## src/rtl/ripple_count_sampler_pkg.sv

```systemverilog
// Shared types and sizing helpers for the ripple counter sampler.
// Keeps default parameters and counter width rules in one place.
package ripple_sampler_pkg;

    typedef enum logic [1:0] {
        IDLE   = 2'd0,
        SETTLE = 2'd1,
        EMIT   = 2'd2
    } state_t;

    localparam int DEF_WIDTH        = 4;
    localparam int DEF_ACC_WIDTH    = 16;
    localparam int DEF_STABLE_READS = 2;
    localparam int DEF_WINDOW       = 256;
    localparam int DEF_TIMEOUT      = 16;

    // Bits needed for a counter that runs 0..n-1; never less than one bit.
    function automatic int cnt_width(input int n);
        return (n <= 2) ? 1 : $clog2(n);
    endfunction

endpackage

```

## src/rtl/ripple_count_sampler_if.sv

```systemverilog
// Result bus of the sampler: per-window delta plus running total,
// transferred on out_valid && out_ready.
interface ripple_count_sampler_if
    import ripple_sampler_pkg::*;
#(
    parameter int WIDTH     = DEF_WIDTH,
    parameter int ACC_WIDTH = DEF_ACC_WIDTH
);
    logic [WIDTH-1:0]     delta_out;
    logic [ACC_WIDTH-1:0] total_out;
    logic                 out_valid;
    logic                 out_ready;

    modport master (output delta_out, output total_out, output out_valid, input out_ready);
    modport slave  (input delta_out, input total_out, input out_valid, output out_ready);
endinterface

```

## src/rtl/ripple_count_sampler_bus_sync2.sv

```systemverilog
// Two-flop bus synchronizer; only dout (second stage) may be used downstream.
// Latency: 2 cycles. No backpressure.
// Bits may resolve independently, so the consumer must tolerate torn values.
module bus_sync2 #(
    parameter int WIDTH = 4
) (
    input  logic             clk,
    input  logic             rst,
    input  logic [WIDTH-1:0] din,
    output logic [WIDTH-1:0] dout
);
    logic [WIDTH-1:0] s1;

    always_ff @(posedge clk) begin
        if (rst) begin
            s1   <= '0;
            dout <= '0;
        end else begin
            s1   <= din;
            dout <= s1;
        end
    end
endmodule

```

## src/rtl/ripple_count_sampler.sv

```systemverilog
// Samples an asynchronous ripple counter, rejects mid-ripple reads, emits per-window delta and total.
// Latency: tick to out_valid is STABLE_READS+1 cycles with a stable counter.
// Backpressure: result held in EMIT until out_ready; window ticks arriving while busy are dropped and flag overrun.
module ripple_count_sampler
    import ripple_sampler_pkg::*;
#(
    parameter int WIDTH        = DEF_WIDTH,
    parameter int ACC_WIDTH    = DEF_ACC_WIDTH,
    parameter int STABLE_READS = DEF_STABLE_READS,
    parameter int WINDOW       = DEF_WINDOW,
    parameter int TIMEOUT      = DEF_TIMEOUT
) (
    input  logic                  clk,
    input  logic                  rst,
    input  logic [WIDTH-1:0]      cnt_in,
    input  logic                  start,
    ripple_count_sampler_if.master out_bus,
    output logic                  overrun,
    output logic                  unstable_err
);
    localparam int MW = cnt_width(STABLE_READS);
    localparam int TW = cnt_width(TIMEOUT);
    localparam int WW = cnt_width(WINDOW);

    localparam logic [MW-1:0] MATCH_LAST = MW'(STABLE_READS - 1);
    localparam logic [TW-1:0] TMO_LAST   = TW'(TIMEOUT - 1);
    localparam logic [WW-1:0] WIN_LAST   = WW'(WINDOW - 1);

    logic [WIDTH-1:0]     s2;
    logic [WIDTH-1:0]     cand;
    logic [WIDTH-1:0]     prev;
    logic [WIDTH-1:0]     diff;
    logic [MW-1:0]        match_cnt;
    logic [TW-1:0]        tmo_cnt;
    logic [WW-1:0]        win_cnt;
    logic                 tick;
    logic                 accept;
    state_t               state;
    logic [WIDTH-1:0]     delta_q;
    logic [ACC_WIDTH-1:0] total_q;
    logic                 valid_q;

    bus_sync2 #(.WIDTH(WIDTH)) u_sync (
        .clk  (clk),
        .rst  (rst),
        .din  (cnt_in),
        .dout (s2)
    );

    always_ff @(posedge clk) begin
        if (rst || !start) begin
            win_cnt <= '0;
        end else if (win_cnt == WIN_LAST) begin
            win_cnt <= '0;
        end else begin
            win_cnt <= win_cnt + 1'b1;
        end
    end

    assign tick   = start && (win_cnt == WIN_LAST);
    assign accept = (s2 == cand) && (match_cnt == MATCH_LAST);
    assign diff   = cand - prev;

    always_ff @(posedge clk) begin
        if (rst) begin
            state        <= IDLE;
            cand         <= '0;
            prev         <= '0;
            match_cnt    <= '0;
            tmo_cnt      <= '0;
            delta_q      <= '0;
            total_q      <= '0;
            valid_q      <= 1'b0;
            overrun      <= 1'b0;
            unstable_err <= 1'b0;
        end else begin
            case (state)
                IDLE: begin
                    if (tick) begin
                        cand      <= s2;
                        match_cnt <= '0;
                        tmo_cnt   <= '0;
                        state     <= SETTLE;
                    end
                end
                SETTLE: begin
                    if (tick) overrun <= 1'b1;
                    tmo_cnt <= tmo_cnt + 1'b1;
                    if (accept) begin
                        delta_q <= diff;
                        total_q <= total_q + ACC_WIDTH'(diff);
                        prev    <= cand;
                        valid_q <= 1'b1;
                        state   <= EMIT;
                    end else if (s2 == cand) begin
                        match_cnt <= match_cnt + 1'b1;
                    end else begin
                        cand      <= s2;
                        match_cnt <= '0;
                    end
                    // An accept on the final allowed cycle still wins over the timeout.
                    if (!accept && (tmo_cnt == TMO_LAST)) begin
                        unstable_err <= 1'b1;
                        state        <= IDLE;
                    end
                end
                EMIT: begin
                    if (tick) overrun <= 1'b1;
                    if (valid_q && out_bus.out_ready) begin
                        valid_q <= 1'b0;
                        state   <= IDLE;
                    end
                end
                default: state <= IDLE;
            endcase
        end
    end

    assign out_bus.delta_out = delta_q;
    assign out_bus.total_out = total_q;
    assign out_bus.out_valid = valid_q;
endmodule

```

## src/flat_wrapper.sv

```systemverilog
// flat-port wrapper written by rule: the top's interface ports become plain ports
module ripple_count_sampler_flat import ripple_sampler_pkg::*;
#(
    parameter int WIDTH        = DEF_WIDTH,
    parameter int ACC_WIDTH    = DEF_ACC_WIDTH,
    parameter int STABLE_READS = DEF_STABLE_READS,
    parameter int WINDOW       = DEF_WINDOW,
    parameter int TIMEOUT      = DEF_TIMEOUT
)
  (clk, rst, cnt_in, start, overrun, unstable_err, out_bus_delta_out, out_bus_total_out, out_bus_out_valid, out_bus_out_ready);
  ripple_count_sampler_if #(.WIDTH(WIDTH), .ACC_WIDTH(ACC_WIDTH)) out_bus_i ();
  input  logic clk;
  input  logic rst;
  input  logic [WIDTH-1:0] cnt_in;
  input  logic start;
  output logic overrun;
  output logic unstable_err;
  output wire logic [$bits(out_bus_i.delta_out)-1:0] out_bus_delta_out;
  output wire logic [$bits(out_bus_i.total_out)-1:0] out_bus_total_out;
  output wire logic [$bits(out_bus_i.out_valid)-1:0] out_bus_out_valid;
  input wire logic [$bits(out_bus_i.out_ready)-1:0] out_bus_out_ready;
  assign out_bus_delta_out = out_bus_i.delta_out;
  assign out_bus_total_out = out_bus_i.total_out;
  assign out_bus_out_valid = out_bus_i.out_valid;
  assign out_bus_i.out_ready = out_bus_out_ready;
  ripple_count_sampler #(.WIDTH(WIDTH), .ACC_WIDTH(ACC_WIDTH), .STABLE_READS(STABLE_READS), .WINDOW(WINDOW), .TIMEOUT(TIMEOUT)) u_core (.clk(clk), .rst(rst), .cnt_in(cnt_in), .start(start), .out_bus(out_bus_i), .overrun(overrun), .unstable_err(unstable_err));
endmodule
```

## config.mk

```make
export PLATFORM = sky130hd
export DESIGN_NAME = ripple_count_sampler_flat
export DESIGN_NICKNAME = d
export VERILOG_FILES = /design/src/rtl/ripple_count_sampler_pkg.sv /design/src/rtl/ripple_count_sampler_if.sv /design/src/rtl/ripple_count_sampler_bus_sync2.sv /design/src/rtl/ripple_count_sampler.sv /design/src/flat_wrapper.sv
export SDC_FILE = /design/constraint.sdc
export NUM_CORES = 1
export LEC_CHECK = 0
export BUFFER_PORTS_ARGS = -buffer_cell sky130_fd_sc_hd__buf_4
export CORE_MARGIN = 2
export CORE_UTILIZATION = 28
export DETAILED_ROUTE_END_ITERATION = 8
export SLEW_MARGIN = 20
export SYNTH_ARGS = -nofsm -noshare
export SYNTH_HDL_FRONTEND = slang
export SYNTH_HIERARCHICAL = 1
export SYNTH_SLANG_ARGS = --single-unit
```

## constraint.sdc

```tcl
create_clock -name clk -period 2.72 [get_ports clk]
set_input_delay 0.68 -clock clk [delete_from_list [all_inputs] [get_ports clk]]
set_output_delay 0.68 -clock clk [all_outputs]
set_load 0.005 [all_outputs]
```

==> results of run 1 <==
layout by cell type (no fill, tap or decap), types with 4 or more instances in the layout:
master     n
ha_4       5
clkbuf_8   6
ha_1       7
a21oi_1   27
nand4_1    5
inv_1     13
buf_4     45
nor2_1    30
a21o_1     4
nor2b_1    9
dfxtp_1   52
xnor2_1    6
or4_1      4
nand2_1   30
o21ai_0    8
xor2_1     9
nand3_1   11
or3_1      5
nand2b_1   4
mux2i_1    5
final cells by class:
| class | instances | area (um^2) |
|---|---|---|
| fill | 872 | 5520 |
| multi-input combinational | 213 | 1480 |
| sequential | 54 | 1080 |
| timing repair buffer | 45 | 338 |
| tap | 108 | 135 |
| clock buffer | 6 | 82.6 |
| inverter | 15 | 56.3 |
| clock inverter | 1 | 30.0 |
state kept, by name (all words and copies together) (netlist names):
register / count
u_core/cand: 4
u_core/match_cnt: 1
u_core/out_bus.delta_out: 4
u_core/out_bus.out_valid: 1
u_core/out_bus.total_out: 16
u_core/overrun: 1
u_core/prev: 4
u_core/state: 2
u_core/tmo_cnt: 4
u_core/u_sync/dout: 4
u_core/u_sync/s1: 4
u_core/unstable_err: 1
u_core/win_cnt: 8
logic make-up after synthesis:
family                   Yosys count  share of synthesized area, %
buffers and inverters             23                          3.47
multiplexers                       6                          2.43
flip-flops                        54                          42.9
AND/OR/NAND/NOR                  119                          24.2
AO/OA/AOI/OAI                     58                          14.0
adder cells (fa/ha/maj)           14                          7.54
XOR/XNOR                          16                          5.56
report_power, final:
group,internal [uW],switching [uW]
Combinational,30.9,47.3
Clock,295,259
Sequential,799,5.11
per-stage QoR:
| stage | setup TNS (ns) | power [uW] | utilization, % |
|---|---|---|---|
| 5_1_grt | -0.0352 | 1500 | 36.7 |
| 2_1_floorplan | 0 | 875 | - |
| 4_1_cts | 0 | 1460 | 35.3 |
| 6_report | 0 | 1440 | 36.7 |
| 3_5_place_dp | -0.536 | 901 | 33.8 |
| 3_3_place_gp | -0.121 | 900 | 33.8 |
worst min path at each step:
stage                                   startpoint  depth (start not counted)                                to
floorplan           u_core/u_sync/s1[0]$_SDFF_PP0_                          1  u_core/u_sync/dout[0]$_SDFF_PP0_
global placement    u_core/u_sync/s1[3]$_SDFF_PP0_                          1  u_core/u_sync/dout[3]$_SDFF_PP0_
detailed placement  u_core/u_sync/s1[2]$_SDFF_PP0_                          1  u_core/u_sync/dout[2]$_SDFF_PP0_
CTS                 u_core/u_sync/s1[3]$_SDFF_PP0_                          1  u_core/u_sync/dout[3]$_SDFF_PP0_
global route        u_core/u_sync/s1[2]$_SDFF_PP0_                          1  u_core/u_sync/dout[2]$_SDFF_PP0_
finish              u_core/u_sync/s1[2]$_SDFF_PP0_                          1  u_core/u_sync/dout[2]$_SDFF_PP0_
routing by layer:
metal / share of wire (%) / vias up / wire, um / global-route usage, %
met5: 0 / - / 0 / 0
met4: 0.30 / 0 / 16 / 2.74
met1: 48 / 1010 / 2600 / 14.4
met2: 45 / 46 / 2420 / 17.3
met3: 6.1 / 2 / 326 / 3.97
li1: - / 1090 / - / -
critical path, stage by stage, from the launching register on:
cell,delay (ns)
dfxtp_2,0.34
inv_2,0.05
ha_4,0.15
buf_4,0.13
nor2b_4,0.10
o21ai_2,0.07
a21o_1,0.17
and2_4,0.17
ha_4,0.26
o21a_1,0.17
a21oi_4,0.08
nor4b_2,0.26
buf_4,0.16
nand3_2,0.08
mux2_4,0.31
what timing repair did:
item / in CTS / in global routing
setup buffers: 0 / 3
setup endpoints to repair: 8 / 9
hold endpoints to repair: 0 / 0
pin swaps: 3 / 11
hold buffers: 0 / 0
gates resized for setup: 5 / 19
==> results by group, run 1 <==
Drt
  – Vias: roughly 2,100
  – Vias per Instance: between 4 and 5
  – Number of DRC markers in iteration 0: 83
  – # DRC: 0
  – DRT Wirelength: 5370 um
  – Routed Antenna Nets: 0
  – Pre-antenna DRT Iters: 4
  – WL/cell: 12.1 um

Global route
  – First-pass GRT wire length: 8920 um
  – Initial antenna violation count: 0
  – Vias in the first global route: between 1,500 and 2,000
  – Largest net degree at the start of global routing: 51
  – GR Util All Layers: between 10% and 20%
  – Final global-route overflow total: 0

Place
  – Post-DP HPWL: roughly 3700 um
  – Placed cell area: 0.00295 mm^2
  – Placed Instances: between 400 and 500
  – GP Congestion: 0.737
  – Place WS: -0.126 ns
  – IO buf count: 30

STA
  – Fmax: between 300 and 400 MHz
  – Worst slew pin tran: 0.534 ns
  – Post-route minimum period: 2.62 ns
  – Final setup fails: 0
  – Clock Skew: around 0.011 ns
  – Slew Limit Fails: 0
  – Final period utilization: between 90% and 100%
  – Max-slew headroom: 64.4%
  – Setup slack after layout: about 0.10 ns
  – WHS: 0.440 ns
  – Final hold vios: 0

Cells and area
  – Final instance area: approximately 0.0032 mm^2
  – Layout cells sized above 1: approximately 23%
  – Total Nets Final: 356
  – Number of diodes: 0
  – Layout Area Growth over Synthesis: 26.9%
  – Non-filler cells, final: about 440

Logic synthesis
  – Register area share after synthesis: 42.9%
  – Post-Syn Area: 0.00252 mm^2
  – Average size of a mapped cell: between 8 and 9 um^2
  – Yosys warns: 6
  – Area leader, netlist: dfxtp_1
  – Library cells used by synthesis: 40
  – EDFF count, synth: 0
  – Largest cells by area after synthesis: dfxtp_1 (43%), ha_1 (6.0%), a21oi_1 (5.6%)
  – Synth Flop Type: dfxtp_1
  – Asr flop ratio synth: 0%
  – Synth cell count leaders: dfxtp_1 (54), nand2_1 (30), nor2_1 (30)
  – Synth Register Bits: between 50 and 60
  – Gate Count Post-Synth: 290
  – Most common cell in the netlist: dfxtp_1
  – Syn nets: approximately 310
  – Share of Yosys cell area claimed by the top area cell type: a little over two fifths

Clock network
  – CTS tree: built
  – Worst-path clk slew: ~0.10 ns
  – Root buf cell: clkbuf_8
  – Clock latency on the worst-skew pair: between 0.3 and 0.4 ns
  – CTS sink cnt: 54
  – Htree depth: 2
  – Num CTS Buffers: 5
  – Clock Tree Buf Depth: 2

Critical path
  – Worst setup endpoint: u_core/out_bus.total_out[7]$_SDFFE_PP0P_
  – CP max FO: 4
  – Worst Path Arrival: 2.81 ns
  – Worst Setup SP: u_core/cand[0]$_SDFFE_PP0P_
  – Endpoint class of the critical path: register
  – R2R Path Start: u_core/cand[0]$_SDFFE_PP0P_
  – Startpoint types: register
  – Reg2Reg Capture Point: u_core/out_bus.total_out[7]$_SDFFE_PP0P_
  – R2r worst-path depth: 14
  – CP Data Required Time: just under 3 ns
  – R2R Setup Slk: 0.10 ns
  – Worst setup path class: register to register

Job
  – Max_cap viols: 0

Floorplan
  – I/O Pins: 31
  – Die Span X: 98.9 um
  – Cell Rows: 34
  – Core area: 0.00872 mm^2
  – Die height: just under 100 um
  – Die area: 0.00978 mm^2
  – Initial Util: ~29%

Status
  – Status: finished, final reports clean

Pwr
  – VDD IR max: 254 uV
  – LEAKAGE: roughly 0.0012 uW
  – Pwr Density: between 400 and 500 mW/mm^2

Worst hold path
  – Hold WC Path Type: register to register
(Power assumes the default switching activity.)
==> run 2: changes to the inputs <==
CTS_BUF_LIST = sky130_fd_sc_hd__clkbuf_4   (was unset)
==> run 2 against run 1 <==
Compared with the run above: final area shrank 1.8%; count of clock-buffer cells in the layout shrank 1; utilization shrank 0.66 points; critical path type unchanged; largest cell class unchanged; highest routed layer unchanged.
==> results by group, run 2 (synthesis gave the netlist of run 1 again) <==
Status
  – Status: finished, final reports clean

Clock network
  – Clock Tree Buf Depth: 2 (unchanged)
  – Num CTS Buffers: 5 (unchanged)
  – CTS Hold Bufs: 0 (unchanged)
  – CTS tree: built
  – Htree depth: 2 (unchanged)
  – Root buf cell: clkbuf_4
  – Worst-path clk slew: 0.15 ns (+0.05 ns)
  – CTS sink cnt: 54 (unchanged)
  – Clock latency on the worst-skew pair: 0.37 ns (+0.06 ns)

Drt
  – DRT Wirelength: 5390 um (+0.32%)
  – WL/cell: 12.1 um (-0.36%)
  – Routed Antenna Nets: 0 (unchanged)
  – # DRC: 0 (unchanged)
  – Number of DRC markers in iteration 0: 104 (+25%)
  – Vias per Instance: 4.82 (-0.81%)
  – Vias: 2,145 (-0.14%)
  – Pre-antenna DRT Iters: 4 (unchanged)

Cells and area
  – Number of diodes: 0 (unchanged)
  – Max FFs per register: 16 (unchanged)
  – Layout cells sized above 1: 22.6% (-0.20 points)
  – Commonest non-fill, non-tap cell in the layout: dfxtp_1
  – Layout Area Growth over Synthesis: 24.7%
  – Final instance area: 0.00314 mm^2 (-1.8%)
  – Total Nets Final: 359 (+0.84%)
  – Commonest non-fill, non-tap cells in the layout: dfxtp_1 (52), buf_4 (47), nand2_1 (30), nor2_1 (30), a21oi_1 (26)
  – Non-filler cells, final: 445 (+0.68%)

STA
  – RSZ-0062 raised after global routing: true
  – Slew Limit Fails: 0 (unchanged)
  – Max-slew headroom: 62.9% (-1.5 points)
  – Setup TNS: 0 ns (unchanged)
  – Final setup fails: 0 (unchanged)
  – Worst slew pin tran: 0.556 ns (+0.0225 ns)
  – Clock Skew: 0.0135 ns (+0.00260 ns)
  – Final hold vios: 0 (unchanged)
  – Fmax: 374 MHz (-2.0%)
  – Final period utilization: 98.2% (+2.0 points)
  – Post-route minimum period: 2.67 ns (+0.0546 ns)

Critical path
  – CP Data Required Time: 3.04 ns (+0.12 ns)
  – Delay-heaviest family, CP: adder cells
  – Max incr delay on CP: 0.37 ns (+0.03 ns)
  – Worst Path Arrival: 2.99 ns (+0.18 ns)
  – Buffer and inverter count on the worst path: 4 (+1)
  – Critical-path top delay cell: or3_1
  – CP max FO: 5 (+1)
  – Crit path cell chain: inv_2 > ha_4 > inv_2 > fa_2 > xor2_2 > ha_1 > buf_4 > a21o_1 > a21o_1 > nand4_1 > buf_6 > or3_1 > a21oi_2
  – Worst setup path class: register to register
  – Endpoint class of the critical path: register
  – Startpoint types: register

Global route
  – Vias in the first global route: 2,002 (+0.86%)
  – Initial antenna violation count: 0 (unchanged)
  – Met1 GRT Util: 14.4% (unchanged)
  – First-pass GRT wire length: 8890 um (-0.30%)
  – Met3 usage: 2.91% (-1.1 points)
  – Met2 usage: 17.4% (+0.10 points)
  – Gr busiest metal: met2
  – GR Util All Layers: 10.9% (-0.10 points)
  – Largest net degree at the start of global routing: 51 (unchanged)
  – Final global-route overflow total: 0 (unchanged)

Worst hold path
  – Hold WC Path Type: register to register

Floorplan
  – I/O Pins: 31 (unchanged)
  – Die area: 0.00978 mm^2 (unchanged)
  – Die height: 98.9 um (unchanged)
  – Core area: 0.00872 mm^2 (unchanged)
  – Die Span X: 98.9 um (unchanged)
  – Cell Rows: 34 (unchanged)
  – Initial Util: 28.9% (unchanged)

Pwr
  – Overall Power: 1320 uW (-8.4%)
  – VDD IR max: 266 uV (+4.9%)
  – Combinational power share: 6.0% (+0.6 points)
  – Switching part of the total: 22.6% (+0.98 points)
  – Int Power: 1020 uW (-9.5%)
  – Pwr Density: 418 mW/mm^2 (-6.7%)
  – Sw Pwr: 298 uW (-4.3%)
  – Part of the power in registers: 61.2% (+5.2 points)
  – Clk network pwr share: 32.8% (-5.8 points)
  – LEAKAGE: 0.00123 uW (-0.20%)

Place
  – GP Congestion: 0.737 (unchanged)
  – Placed Instances: 432 (unchanged)
  – IO buf count: 30 (unchanged)
  – Placed cell area: 0.00295 mm^2 (unchanged)
  – Post-DP HPWL: 3710 um (unchanged)

Job
  – Max_cap viols: 0 (unchanged)
run 2: cell types whose count changed in the layout (fill, tap and decap cells not counted), sizes merged:
cell    change
clkbuf      -1
buf         +3
clkinv      +1
run 2: power groups by stage:
stage                     Clock (uW)  Sequential (uW)  Combinational, uW
after floorplan                    0              822               53.1
after global placement             0              823               77.5
after detailed placement           0              823               78.1
after CTS                        450              806               79.4
after global routing             473              807               88.7
final                            431              805               78.9
run 2: path summary, 6_finish.rpt:
kind                                                startpoint                                         to  slack, ns  depth (start not counted)
worst max-delay path               u_core/cand[0]$_SDFFE_PP0P_  u_core/out_bus.total_out[10]$_SDFFE_PP0P_       0.05                         13
worst min-delay path            u_core/u_sync/s1[2]$_SDFF_PP0_           u_core/u_sync/dout[2]$_SDFF_PP0_       0.45                          1
worst max register to register     u_core/cand[0]$_SDFFE_PP0P_  u_core/out_bus.total_out[10]$_SDFFE_PP0P_       0.05                         13
worst min register to register  u_core/u_sync/s1[2]$_SDFF_PP0_           u_core/u_sync/dout[2]$_SDFF_PP0_       0.45                          1
run 2: stage by stage:
stage / setup WS [ns] / hold slack (ns) / utilization (%)
after floorplan: 0.0424 / 0.414 / -
after global placement: -0.0334 / 0.423 / 33.8
after detailed placement: -0.126 / 0.423 / 33.8
after CTS: 0.00242 / 0.457 / 34.8
after global routing: -0.0810 / 0.466 / 36.1
final: 0.0487 / 0.453 / 36.1
run 2: timing repair:
item,in CTS,in global routing
endpoints found under the hold margin,0,0
cloned,0,1
pin swaps,4,11
buffers inserted,0,5
resized for setup,5,17
setup endpoints to repair,10,10
run 2: layout make-up:
type | count | area [um^2]
Timing Repair Buffer | 48 | 364
Fill cell | 880 | 5580
Clock inverter | 2 | 33.8
Sequential cell | 54 | 1080
Multi-Input combinational cell | 213 | 1430
Tap cell | 108 | 135
Inverter | 15 | 56.3
Clock buffer | 5 | 37.5
run 2: metal layers:
metal,vias up,part of all wire [%]
li1,1094,-
met1,1002,49
met2,44,45
met3,5,5.6
met4,0,0.85
met5,-,0
==> run 3: changes to the inputs <==
clock period = 2.78 ns   (was 2.72 ns; I/O delays follow)
==> run 3 against run 2 <==
Compared with the run above: sequential power down 2%; sequential share of layout area is 0.87 points higher; die area did not move; global-route usage down 0.33 points; critical path type unchanged; largest power group unchanged; highest routed layer unchanged.
==> results by group, run 3 (synthesis gave the netlist of run 1 again) <==
Status
  – Status: finished, final reports clean

Global route
  – Largest net degree at the start of global routing: 51 (unchanged)
  – GR Util All Layers: 10.6% (-0.33 points)
  – Vias in the first global route: 1,901 (-5.0%)
  – First-pass GRT wire length: 8510 um (-4.3%)
  – Initial antenna violation count: 0 (unchanged)
  – Final global-route overflow total: 0 (unchanged)

Drt
  – WL/cell: 11.8 um (-2.6%)
  – Vias: 2,074 (-3.3%)
  – Vias per Instance: 4.74 (-1.8%)
  – DRT Wirelength: 5160 um (-4.1%)
  – # DRC: 0 (unchanged)
  – Pre-antenna DRT Iters: 4 (unchanged)
  – Number of DRC markers in iteration 0: 84 (-19%)
  – Routed Antenna Nets: 0 (unchanged)

Cells and area
  – Commonest non-fill, non-tap cells in the layout: dfxtp_1 (52), buf_4 (40), nand2_1 (30), nor2_1 (30), a21oi_1 (27)
  – Non-filler cells, final: 438 (-1.6%)
  – Final instance area: 0.00307 mm^2 (-2.5%)
  – Fin util: 35.2% (-0.89 points)
  – Layout Area Growth over Synthesis: 21.6%
  – Layout cells sized above 1: 19.4% (-3.2 points)
  – Number of diodes: 0 (unchanged)
  – Total Nets Final: 351 (-2.2%)
  – Commonest non-fill, non-tap cell in the layout: dfxtp_1
  – Max FFs per register: 16 (unchanged)

Worst hold path
  – Hold_sp: u_core/u_sync/s1[0]$_SDFF_PP0_
  – Worst Hold Path Cells: 1 (unchanged)
  – Sink of the worst hold path: u_core/u_sync/dout[0]$_SDFF_PP0_
  – Hold WC Path Type: register to register

Critical path
  – Critical Path Stages: 13 (unchanged)
  – Endpoint class of the critical path: register
  – R2r worst-path depth: 13 (unchanged)
  – Worst Path Arrival: 2.95 ns (-0.04 ns)
  – Startpoint types: register
  – Critical-path top delay cell: dfxtp_2
  – Worst setup path class: register to register
  – Reg2Reg Capture Point: u_core/out_bus.total_out[5]$_SDFFE_PP0P_
  – R2R Path Start: u_core/prev[1]$_SDFFE_PP0P_
  – Max incr delay on CP: 0.36 ns (about the same)
  – Delay-heaviest family, CP: simple AND/OR/NAND/NOR gates
  – Buffer and inverter count on the worst path: 2 (-2)
  – CP max FO: 4 (-1)
  – CP Data Required Time: 3.10 ns (+0.06 ns)
  – R2R Setup Slk: 0.15 ns (+0.10 ns)
  – Crit path cell chain: inv_2 > ha_1 > nor2b_1 > o21ai_1 > nand3_1 > and2_1 > ha_4 > o21a_1 > a21oi_2 > nand4b_1 > buf_4 > or3_1 > a21oi_1

Clock network
  – Num CTS Buffers: 5 (unchanged)
  – CTS sink cnt: 54 (unchanged)
  – CTS Hold Bufs: 0 (unchanged)
  – Worst-path clk slew: 0.16 ns (about the same)
  – Clock latency on the worst-skew pair: 0.37 ns (about the same)
  – Htree depth: 2 (unchanged)
  – Clock Tree Buf Depth: 2 (unchanged)
  – Root buf cell: clkbuf_4
  – CTS tree: built

STA
  – Slew Limit Fails: 0 (unchanged)
  – Worst slew pin tran: 0.552 ns (-0.00403 ns)
  – Fmax: 380 MHz (+1.6%)
  – Clock Skew: 0.00462 ns (-0.00893 ns)
  – Setup TNS: 0 ns (unchanged)
  – RSZ-0062 raised after global routing: false
  – Setup slack after layout: 0.152 ns (+0.103 ns)
  – Post-route minimum period: 2.63 ns (-0.0429 ns)
  – Final period utilization: 94.5% (-3.7 points)
  – Max-slew headroom: 63.2% (+0.27 points)
  – Final hold vios: 0 (unchanged)
  – Final setup fails: 0 (unchanged)

Floorplan
  – Die height: 98.9 um (unchanged)
  – Initial Util: 28.9% (unchanged)
  – Die Span X: 98.9 um (unchanged)
  – I/O Pins: 31 (unchanged)
  – Core area: 0.00872 mm^2 (unchanged)
  – Die area: 0.00978 mm^2 (unchanged)
  – Cell Rows: 34 (unchanged)

Pwr
  – LEAKAGE: 0.00117 uW (-4.9%)
  – VDD IR max: 218 uV (-18%)
  – Pwr Density: 426 mW/mm^2 (+1.9%)

Place
  – IO buf count: 30 (unchanged)
  – Post-DP HPWL: 3620 um (-2.5%)
  – Place WS: -0.00930 ns (+0.117 ns)
  – Placed cell area: 0.00290 mm^2 (-1.5%)
  – Placed Instances: 426 (-1.4%)
  – GP Congestion: 0.744 (+0.91%)

Job
  – Max_cap viols: 0 (unchanged)
run 3: cell count changes in the layout (fill, tap and decap cells not counted), moves of 2 or more:
| cell | delta |
|---|---|
| buf_4 | -7 |
| inv_2 | -2 |
| inv_1 | +2 |
| clkinvlp_4 | +2 |
run 3: layout make-up:
type	count	area, um^2
well taps	108	135
clock buffers	5	37.5
fillers	914	5650
repair buffers	40	300
clock inverters	3	45.0
multi-input cells	213	1410
inverters	15	56.3
flip-flops and latches	54	1080
run 3: stage by stage:
step           hold WS, ns  total power, uW
2_1_floorplan        0.414              856
3_3_place_gp         0.428              878
3_5_place_dp         0.422              879
4_1_cts              0.457             1330
5_1_grt              0.475             1370
6_report             0.454             1310
run 3: worst max-delay path by stage:
| stage | start | to | slack, ns |
|---|---|---|---|
| 5_1_grt | u_core/prev[1]$_SDFFE_PP0P_ | u_core/out_bus.total_out[5]$_SDFFE_PP0P_ | 0.01 |
| 3_3_place_gp | u_core/cand[0]$_SDFFE_PP0P_ | u_core/out_bus.total_out[8]$_SDFFE_PP0P_ | 0.07 |
| 6_report | u_core/prev[1]$_SDFFE_PP0P_ | u_core/out_bus.total_out[5]$_SDFFE_PP0P_ | 0.15 |
| 2_1_floorplan | u_core/cand[1]$_SDFFE_PP0P_ | u_core/out_bus.total_out[15]$_SDFFE_PP0P_ | 0.10 |
| 3_5_place_dp | u_core/cand[0]$_SDFFE_PP0P_ | u_core/out_bus.total_out[10]$_SDFFE_PP0P_ | -0.009 |
| 4_1_cts | u_core/cand[0]$_SDFFE_PP0P_ | u_core/out_bus.total_out[15]$_SDFFE_PP0P_ | 0.02 |
run 3: where the power goes:
group	switching, uW	internal [uW]	leakage (uW)
Clock	256	189	0.0000374
Sequential	4.88	783	0.000438
Combinational	45.9	28.1	0.000690
run 3: routing by layer:
layer	up-vias	GRT usage [%]	wire, um	share of wire, %
met4	0	3.48	54	1.0
met1	950	14.2	2520	49
met3	5	2.77	241	4.7
met2	33	16.6	2350	45
met5	-	0	0	0
li1	1086	-	-	-
run 3: repair_timing:
action,in CTS,in global routing
gates cloned,0,0
resized for setup,1,11
pin swaps,0,5
hold endpoints to repair,0,0
endpoints found under the setup margin,7,11
setup buffers,1,3
